$ cat src/rtl/trigger_pkg.sv
// Shared definitions for the trigger transmit path and its input-side sibling.
package trigger_pkg;

    localparam int FRAME_LEN = 10;
    localparam int POS_W     = 4;
    localparam int POS_MAX   = 9;

    typedef enum logic [2:0] {
        IDLE,
        ARMED,
        WAIT,
        PULSE,
        HOLD
    } trg_state_t;

endpackage

$ cat src/rtl/frame_phase_cnt.sv
// Sub-frame phase counter: cleared by the frame marker, counts clk400 cycles
// after it and parks at all-ones when frame markers stop arriving.
module frame_phase_cnt
    import trigger_pkg::*;
(
    input  logic             i_clk,
    input  logic             i_rst_n,
    input  logic             i_frame,
    output logic [POS_W-1:0] o_phase
);

    localparam logic [POS_W-1:0] PHASE_SAT = '1;

    logic [POS_W-1:0] r_phase;

    // Phase register: 0 in the cycle after a frame marker, then +1 per cycle.
    always_ff @(posedge i_clk) begin
        if (!i_rst_n) begin
            r_phase <= '0;
        end else if (i_frame) begin
            r_phase <= '0;
        end else if (r_phase != PHASE_SAT) begin
            r_phase <= r_phase + 1'b1;
        end
    end

    assign o_phase = r_phase;

endmodule

$ cat src/rtl/trigger_out_async.sv
// Trigger output sequencer: accepts a request tagged with a fine position on a
// frame cycle, launches a WIDTH-cycle pulse at that position in the following
// frame, then holds off for HOLDOFF frames before accepting again.
// Optional feature macro: TRG_OUT_DROPCNT_EN builds the saturating drop counter;
// without it drop_cnt is tied to zero.
//
// state | meaning
// IDLE  | ready to accept a request on the next frame cycle
// ARMED | request latched, waiting for the launch frame
// WAIT  | launch frame seen, counting phase up to the fine position
// PULSE | driving trg_out for WIDTH cycles
// HOLD  | counting HOLDOFF frames before returning to IDLE
module trigger_out_async
    import trigger_pkg::*;
#(
    parameter int WIDTH   = 4,
    parameter int HOLDOFF = 3
) (
    input  logic             clk400,
    input  logic             reset_n,
    input  logic             frame,
    input  logic             trg_req,
    input  logic [POS_W-1:0] trg_pos,
    output logic             trg_out,
    output logic             busy,
    output logic             drop,
    output logic [7:0]       drop_cnt
);

    localparam logic [POS_W-1:0] POS_LIMIT  = POS_W'(POS_MAX);
    localparam logic [3:0]       WIDTH_LAST = 4'(WIDTH - 1);
    localparam logic [2:0]       HOLD_LOAD  = 3'(HOLDOFF);

    trg_state_t       r_state;
    trg_state_t       w_state_nxt;
    logic [POS_W-1:0] r_pos;
    logic [POS_W-1:0] w_phase;
    logic [3:0]       r_wcnt;
    logic [2:0]       r_hcnt;
    logic             r_trg_out;
    logic             r_drop;
    logic             w_req;
    logic             w_accept;
    logic             w_reject;

    frame_phase_cnt u_phase (
        .i_clk   (clk400),
        .i_rst_n (reset_n),
        .i_frame (frame),
        .o_phase (w_phase)
    );

    assign w_req    = frame & trg_req;
    assign w_accept = w_req && (r_state == IDLE) && (trg_pos <= POS_LIMIT);
    assign w_reject = w_req && !w_accept;

    // Next-state decode; a frame in WAIT restarts the phase so it wins over the match.
    always_comb begin
        w_state_nxt = r_state;
        unique case (r_state)
            IDLE:    if (w_accept) w_state_nxt = ARMED;
            ARMED:   if (frame) w_state_nxt = (r_pos == '0) ? PULSE : WAIT;
            WAIT:    if (!frame && (w_phase == r_pos - 1'b1)) w_state_nxt = PULSE;
            PULSE:   if (r_wcnt == '0) w_state_nxt = (HOLDOFF == 0) ? IDLE : HOLD;
            HOLD:    if (frame && (r_hcnt == 3'd1)) w_state_nxt = IDLE;
            default: w_state_nxt = IDLE;
        endcase
    end

    // State, latched position and registered pin drives.
    always_ff @(posedge clk400) begin
        if (!reset_n) begin
            r_state   <= IDLE;
            r_pos     <= '0;
            r_trg_out <= 1'b0;
            r_drop    <= 1'b0;
        end else begin
            r_state   <= w_state_nxt;
            r_trg_out <= (w_state_nxt == PULSE);
            r_drop    <= w_reject;
            if (w_accept) begin
                r_pos <= trg_pos;
            end
        end
    end

    // Width and holdoff down-counters, preloaded while their state is inactive.
    always_ff @(posedge clk400) begin
        if (!reset_n) begin
            r_wcnt <= '0;
            r_hcnt <= '0;
        end else begin
            if (r_state != PULSE) begin
                r_wcnt <= WIDTH_LAST;
            end else if (r_wcnt != '0) begin
                r_wcnt <= r_wcnt - 1'b1;
            end
            if (r_state != HOLD) begin
                r_hcnt <= HOLD_LOAD;
            end else if (frame && (r_hcnt != '0)) begin
                r_hcnt <= r_hcnt - 1'b1;
            end
        end
    end

    assign trg_out = r_trg_out;
    assign drop    = r_drop;
    assign busy    = (r_state != IDLE);

`ifdef TRG_OUT_DROPCNT_EN
    logic [7:0] r_drop_cnt;

    // Saturating count of rejected requests, updated alongside the drop pulse.
    always_ff @(posedge clk400) begin
        if (!reset_n) begin
            r_drop_cnt <= '0;
        end else if (w_reject && (r_drop_cnt != 8'hFF)) begin
            r_drop_cnt <= r_drop_cnt + 1'b1;
        end
    end

    assign drop_cnt = r_drop_cnt;
`else
    assign drop_cnt = '0;
`endif

endmodule

$ cat config.mk
export PLATFORM = sky130hd
export DESIGN_NAME = trigger_out_async
export DESIGN_NICKNAME = d
export VERILOG_FILES = /design/src/rtl/trigger_pkg.sv /design/src/rtl/frame_phase_cnt.sv /design/src/rtl/trigger_out_async.sv
export SDC_FILE = /design/constraint.sdc
export NUM_CORES = 1
export LEC_CHECK = 0
export CAP_MARGIN = 20
export CORE_UTILIZATION = 35
export CTS_BUF_LIST = sky130_fd_sc_hd__clkbuf_8 sky130_fd_sc_hd__clkbuf_16
export DETAILED_ROUTE_END_ITERATION = 16
export DONT_BUFFER_PORTS = 1
export MAX_ROUTING_LAYER = met4
export PLACE_DENSITY_LB_ADDON = 0.3
export SLEW_MARGIN = 20
export SYNTH_ARGS = -nofsm -noshare
export SYNTH_HDL_FRONTEND = slang
export SYNTH_SLANG_ARGS = --single-unit
export TNS_END_PERCENT = 50
$ cat constraint.sdc
create_clock -name clk400 -period 1.8 [get_ports clk400]
set_input_delay 0.36 -clock clk400 [delete_from_list [all_inputs] [get_ports clk400]]
set_output_delay 0.36 -clock clk400 [all_outputs]
set_load 0.05 [all_outputs]
* After elaboration in Yosys (flattened, before gate mapping)
Index checks and enable logic that the tools add are counted.
** Word-level totals
- Logic and storage cells :: 56
- Register bits after elaboration :: 20
- Output and inout bits :: 11
** Operators by class
- Equality and inequality tests :: 10
- Muxes and demuxes :: 11
- Order comparisons :: 1
- Bitwise operators :: 2
- Add/subtract/negate cells :: 4
- Reductions and logical operators :: 19
** Operator list (number)
- $mux 3 :: 5
- $pmux 3 s5 :: 1
- $eq 3x2->1 const B :: 3
- $logic_not 4->1 :: 2
- $mux 2 :: 4
- $sub 4x1->4 const B :: 2
- $eq 3x1->1 const B :: 2
- $logic_and 1x1->1 :: 6
- $reduce_bool 3->1 :: 2
- $reduce_or 2->1 :: 3
- $add 4x1->4 const B :: 1
- $eq 4x4->1 :: 1
- $le 4x4->1 const B :: 1
- $ne 4x4->1 const B :: 1
- $reduce_bool 2->1 :: 2
- $reduce_bool 4->1 :: 1
- $eq 3x3->1 const B :: 1
- $logic_not 3->1 :: 1
- $ne 3x2->1 const B :: 1
- $ne 3x3->1 const B :: 1
- $sub 3x1->3 const B :: 1
- $logic_not 1->1 :: 2
- $and 1x1->1 :: 1
- $mux 1 :: 1
- $not 1->1 :: 1

* Longest topological paths before layout
- Depth in word-level cells :: 6
- Gate-level depth with buffers :: 7
- Gate-level depth less buffers :: 7

* Cells and area by module
From an unflattened synthesis, not the netlist that was laid out.
** Unflattened totals
- Cell total of the unflattened synthesis :: 129
- Area total of the unflattened synthesis :: 1148.6 um2
** Modules (own cells, without submodules)
- trigger_out_async :: cells an instance 109, area each 945.9 um2, instances 1
- frame_phase_cnt :: cells an instance 20, area each 202.7 um2, instances 1

* Worst setup path after synthesis
No wires, ideal clock.
- Path kind :: reg-to-reg
- From :: register r_pos[0]
- To :: register r_trg_out, in the netlist trg_out
- Data arrival time :: 1.420 ns
- Clock period less this slack :: 1.494 ns
- Library setup time :: 0.074 ns
- Setup slack :: 0.306 ns
- Cell stages (with the launch flop) :: 7
- Required time :: 1.726 ns
- Cells stage by stage :: dfxtp_1 inv_1 ha_1 xnor2_1 xnor2_1 or4_4 o21ai_0
** Between the ends
- Longest elaborated chain between the ends :: 6
** RTL lines
- start, declared :: line trigger_out_async.sv:36 : logic [POS_W-1:0] r_pos;
- start signal, assigned :: line trigger_out_async.sv:82 : r_pos <= trg_pos;
- $sub 4x1->4 :: line trigger_out_async.sv:63 : WAIT: if (!frame && (w_phase == r_pos - 1'b1)) w_state_nxt = PULSE;
- $eq 4x4->1 :: line trigger_out_async.sv:63
- $logic_and 1x1->1 :: line trigger_out_async.sv:63
- $mux 3 :: line trigger_out_async.sv:63
- $pmux 3 s5 (*) :: line trigger_out_async.sv:60 : unique case (r_state)
- $eq 3x2->1 (*) :: line trigger_out_async.sv:79 : r_trg_out <= (w_state_nxt == PULSE);
- end signal, assigned :: line trigger_out_async.sv:79
- end, declared :: line trigger_out_async.sv:40 : logic r_trg_out;
Mark *: on every way between the ends. The rest lies on a longest branch, timed or not.
A chain may end at the register's enable or synchronous reset.

* Worst setup path after layout
- From :: register r_state[2]
- To :: output port busy
** Between the ends
- Longest elaborated chain between the ends :: 1
** RTL lines
- start, declared :: line trigger_out_async.sv:34 : trg_state_t r_state;
- start signal, assigned :: line trigger_out_async.sv:78 : r_state <= w_state_nxt;
- $reduce_bool 3->1 :: line trigger_out_async.sv:108 : assign busy = (r_state != IDLE);
- end, declared :: line trigger_out_async.sv:25 : output logic busy,
No other way between the ends.

==> results.md <==
- Crit path max fanout: 7
- GRT Residual Overflow: 0
- Bufs on Longest Clock Path: 2
- CP peak stage delay: 360 ps
- Syn Inst Count: 125
- XOR/XNOR Fraction of Synth Area: 7.901%
- Status: completed
- Worst Clk Skew: 1.254 ps
- CTS clock-pin slew for the worst setup and hold paths: 70 ps
- Vias/cell: 4.494
- GRT Util Overall: 11.83%
- Final Cycle Share: 91.94%
- Crit path capture type: primary output
- Post-CTS Hold Buffers: 0
- Syn_area_per_cell: 8.869 sq um
- R2R cell count: 6
- Pin count of the biggest net entering global routing: 16
- Worst min path class: primary input to flop
- Final setup fails: 0
- Synth Area in Adders: 7.901%
- GPL Wtd Cong: 0.7558
- Row cnt: 20
- Crit path max-delay cell type: dfxtp_1
- Setup TNS Final: 0 ps
- Commonest non-fill, non-tap cell in the layout: dfxtp_1
- Die area: 3397 sq um
- Post-synthesis compound-gate area fraction: 12.75%
- Drt first pass iters: 4
- Wire length of the first global-routing pass: 3022 microns
- Core area: 3028 sq um
- Initial core utilization: 36.61%
- # diodes: 0
- Most frequent cells in the layout: 19 x dfxtp_1, 10 x inv_1
- Wire length per cell: 10.28 microns
- # clock sinks: 20
- Fill count: 309
- Post-synthesis sequential area ratio: 36.12%
- DP Wirelength: 1387 microns
- Setup ws final: 145.1 ps
- Fmax: 0.6043 GHz
- Cell Chain, Critical Path: nor3_1 -> inv_1
- Count of cell types in the netlist: 32
- Syn Std Cell Area: 1109 sq um
- Period minus WS final: 1655 ps
- Yosys warning count: 0
- DR iter-0 viols: 14
- VDD IR max: 0.5285 mV
- Die height: 58.28 microns
- Dpl ws: 184.8 ps
- RSZ-0062 raised after global routing: false
- Multi-input gate area: 633.1 sq um
- Final wirelength: 1769 microns
- Pins Over Slew Limit: 0
- Clk_lat worst skew: 250 ps
- Root Driver: clkbuf_8
- FF+latch count, synth: 20
- Hold Fails Final Rpt: 0
- TritonCTS clock tree: done
- Htree depth: 1
- Static leakage: 0.5010 nW
- Number of global-route vias before repair: 692
- Routed Antenna Nets: 0
- Layout cells sized above 1: 8.594%
- Initial antenna violation count: 0
- DR DRC count: 0
- Sequential cell area: 401.6 sq um
- Syn-to-layout area delta: 7.336%
- Post-synthesis mux area share: 4.515%
- TritonCTS Buffers: 3
- Pwr dens: 794.7 nW/um^2
- Via count: 773
- Crit start category: flop
- Die width: 58.28 microns
- Req. time, crit path: 1440 ps
- Final nets: 144
- Worst path arrival time: 1290 ps
- Simple-gate share of the synthesized area: 21.33%
- Num ports: 19
- Max Cap Viol: 0
- Hold path cells: 2
- Port-buffer cells: 0
- Largest family of logic cells by synthesized area: simple AND/OR/NAND/NOR gates
- Crit Path Class: flop to primary output
state kept, by name, summed over array words and instances (netlist names):
register	cells
r_pos	4
r_state	3
drop	1
u_phase.o_phase	4
r_hcnt	3
trg_out	1
r_wcnt	4
cells by family (layout without fill, tap and decap cells):
group                    Yosys count  in the layout
flip-flops                        20             20
AND/OR/NAND/NOR                   41             41
XOR/XNOR                          10             10
buffers and inverters             19             15
other                              1              8
multiplexers                       5              5
adder cells (fa/ha/maj)            7              7
AO/OA/AOI/OAI                     22             22
synthesized netlist by cell type, drive strengths merged:
cell	number	area share, %
dfxtp	20	36
inv	10	3.4
buf	9	5.8
nand2	8	2.7
o21ai	8	3.6
xnor2	8	6.3
ha	7	7.9
nor2	6	2.0
a21boi	5	3.4
mux2i	5	4.5
nor2b	5	2.8
nor3	5	2.7
nand2b	4	2.3
nand3	4	1.8
a21oi	3	1.4
nor3b	3	2.0
xor2	2	1.6
a211o	1	0.79
a211oi	1	0.68
a21o	1	0.68
a31oi	1	0.56
conb	1	0.34
nand3b	1	0.68
nand4	1	1.1
nor4b	1	0.79
o2111a	1	1.0
o21a	1	0.68
or2	1	0.56
or3b	1	0.79
or4	1	1.0
critical path, delay by kind of cell (launching register included):
family                 cells  cell delay, ps
buffers and inverters      1             310
flip-flops                 1             360
AND/OR/NAND/NOR            1             360
through the flow:
step	util (%)	power (mW)	instances	instance area [sq um]	hold WS (ps)
floorplan	-	0.6195	132	1135	475.6
global placement	37.44	0.6189	168	1134	492.4
detailed placement	37.44	0.6218	168	1134	498.1
CTS	39.26	0.9602	172	1189	221.7
global route	39.30	0.9972	172	1190	224.8
finish	39.30	0.9456	172	1190	226.8
path summary, 6_finish.rpt:
path	from	endpoint	slack, ps
worst max-delay path	r_state[2]	busy	150
worst min-delay path	trg_req	drop	230
worst max register to register	r_pos[0]	trg_out	240
worst min register to register	r_wcnt[2]	r_wcnt[2]	510
report_power, final:
part,internal [mW],leakage (nW),switching (mW)
Sequential,0.457,0.164,0.0186
Combinational,0.0471,0.308,0.0885
Clock,0.194,0.0288,0.140
layer usage:
| metal | part of all wire (%) | wire, microns | track usage [%] | vias up |
|---|---|---|---|---|
| met5 | 0 | 0 | - | - |
| met4 | 0.57 | 10 | 3.061 | 0 |
| met3 | 2.7 | 48 | 4.018 | 2 |
| met2 | 48 | 847 | 18.39 | 8 |
| met1 | 49 | 863 | 14.68 | 349 |
| li1 | - | - | - | 414 |
layout make-up:
cell class / instances / area share [%]
well taps: 44 / 4.627
repair buffers: 1 / 0.6309
inverters: 10 / 3.155
clock buffers: 4 / 4.627
multi-input cells: 93 / 53.21
flip-flops and latches: 20 / 33.75
what timing repair did:
item | in CTS | in global routing
buffers inserted | 0 | 0
gates resized for setup | 0 | 1
setup endpoints to repair | 0 | 1
No activity file was read; power rests on OpenSTA's default activity.
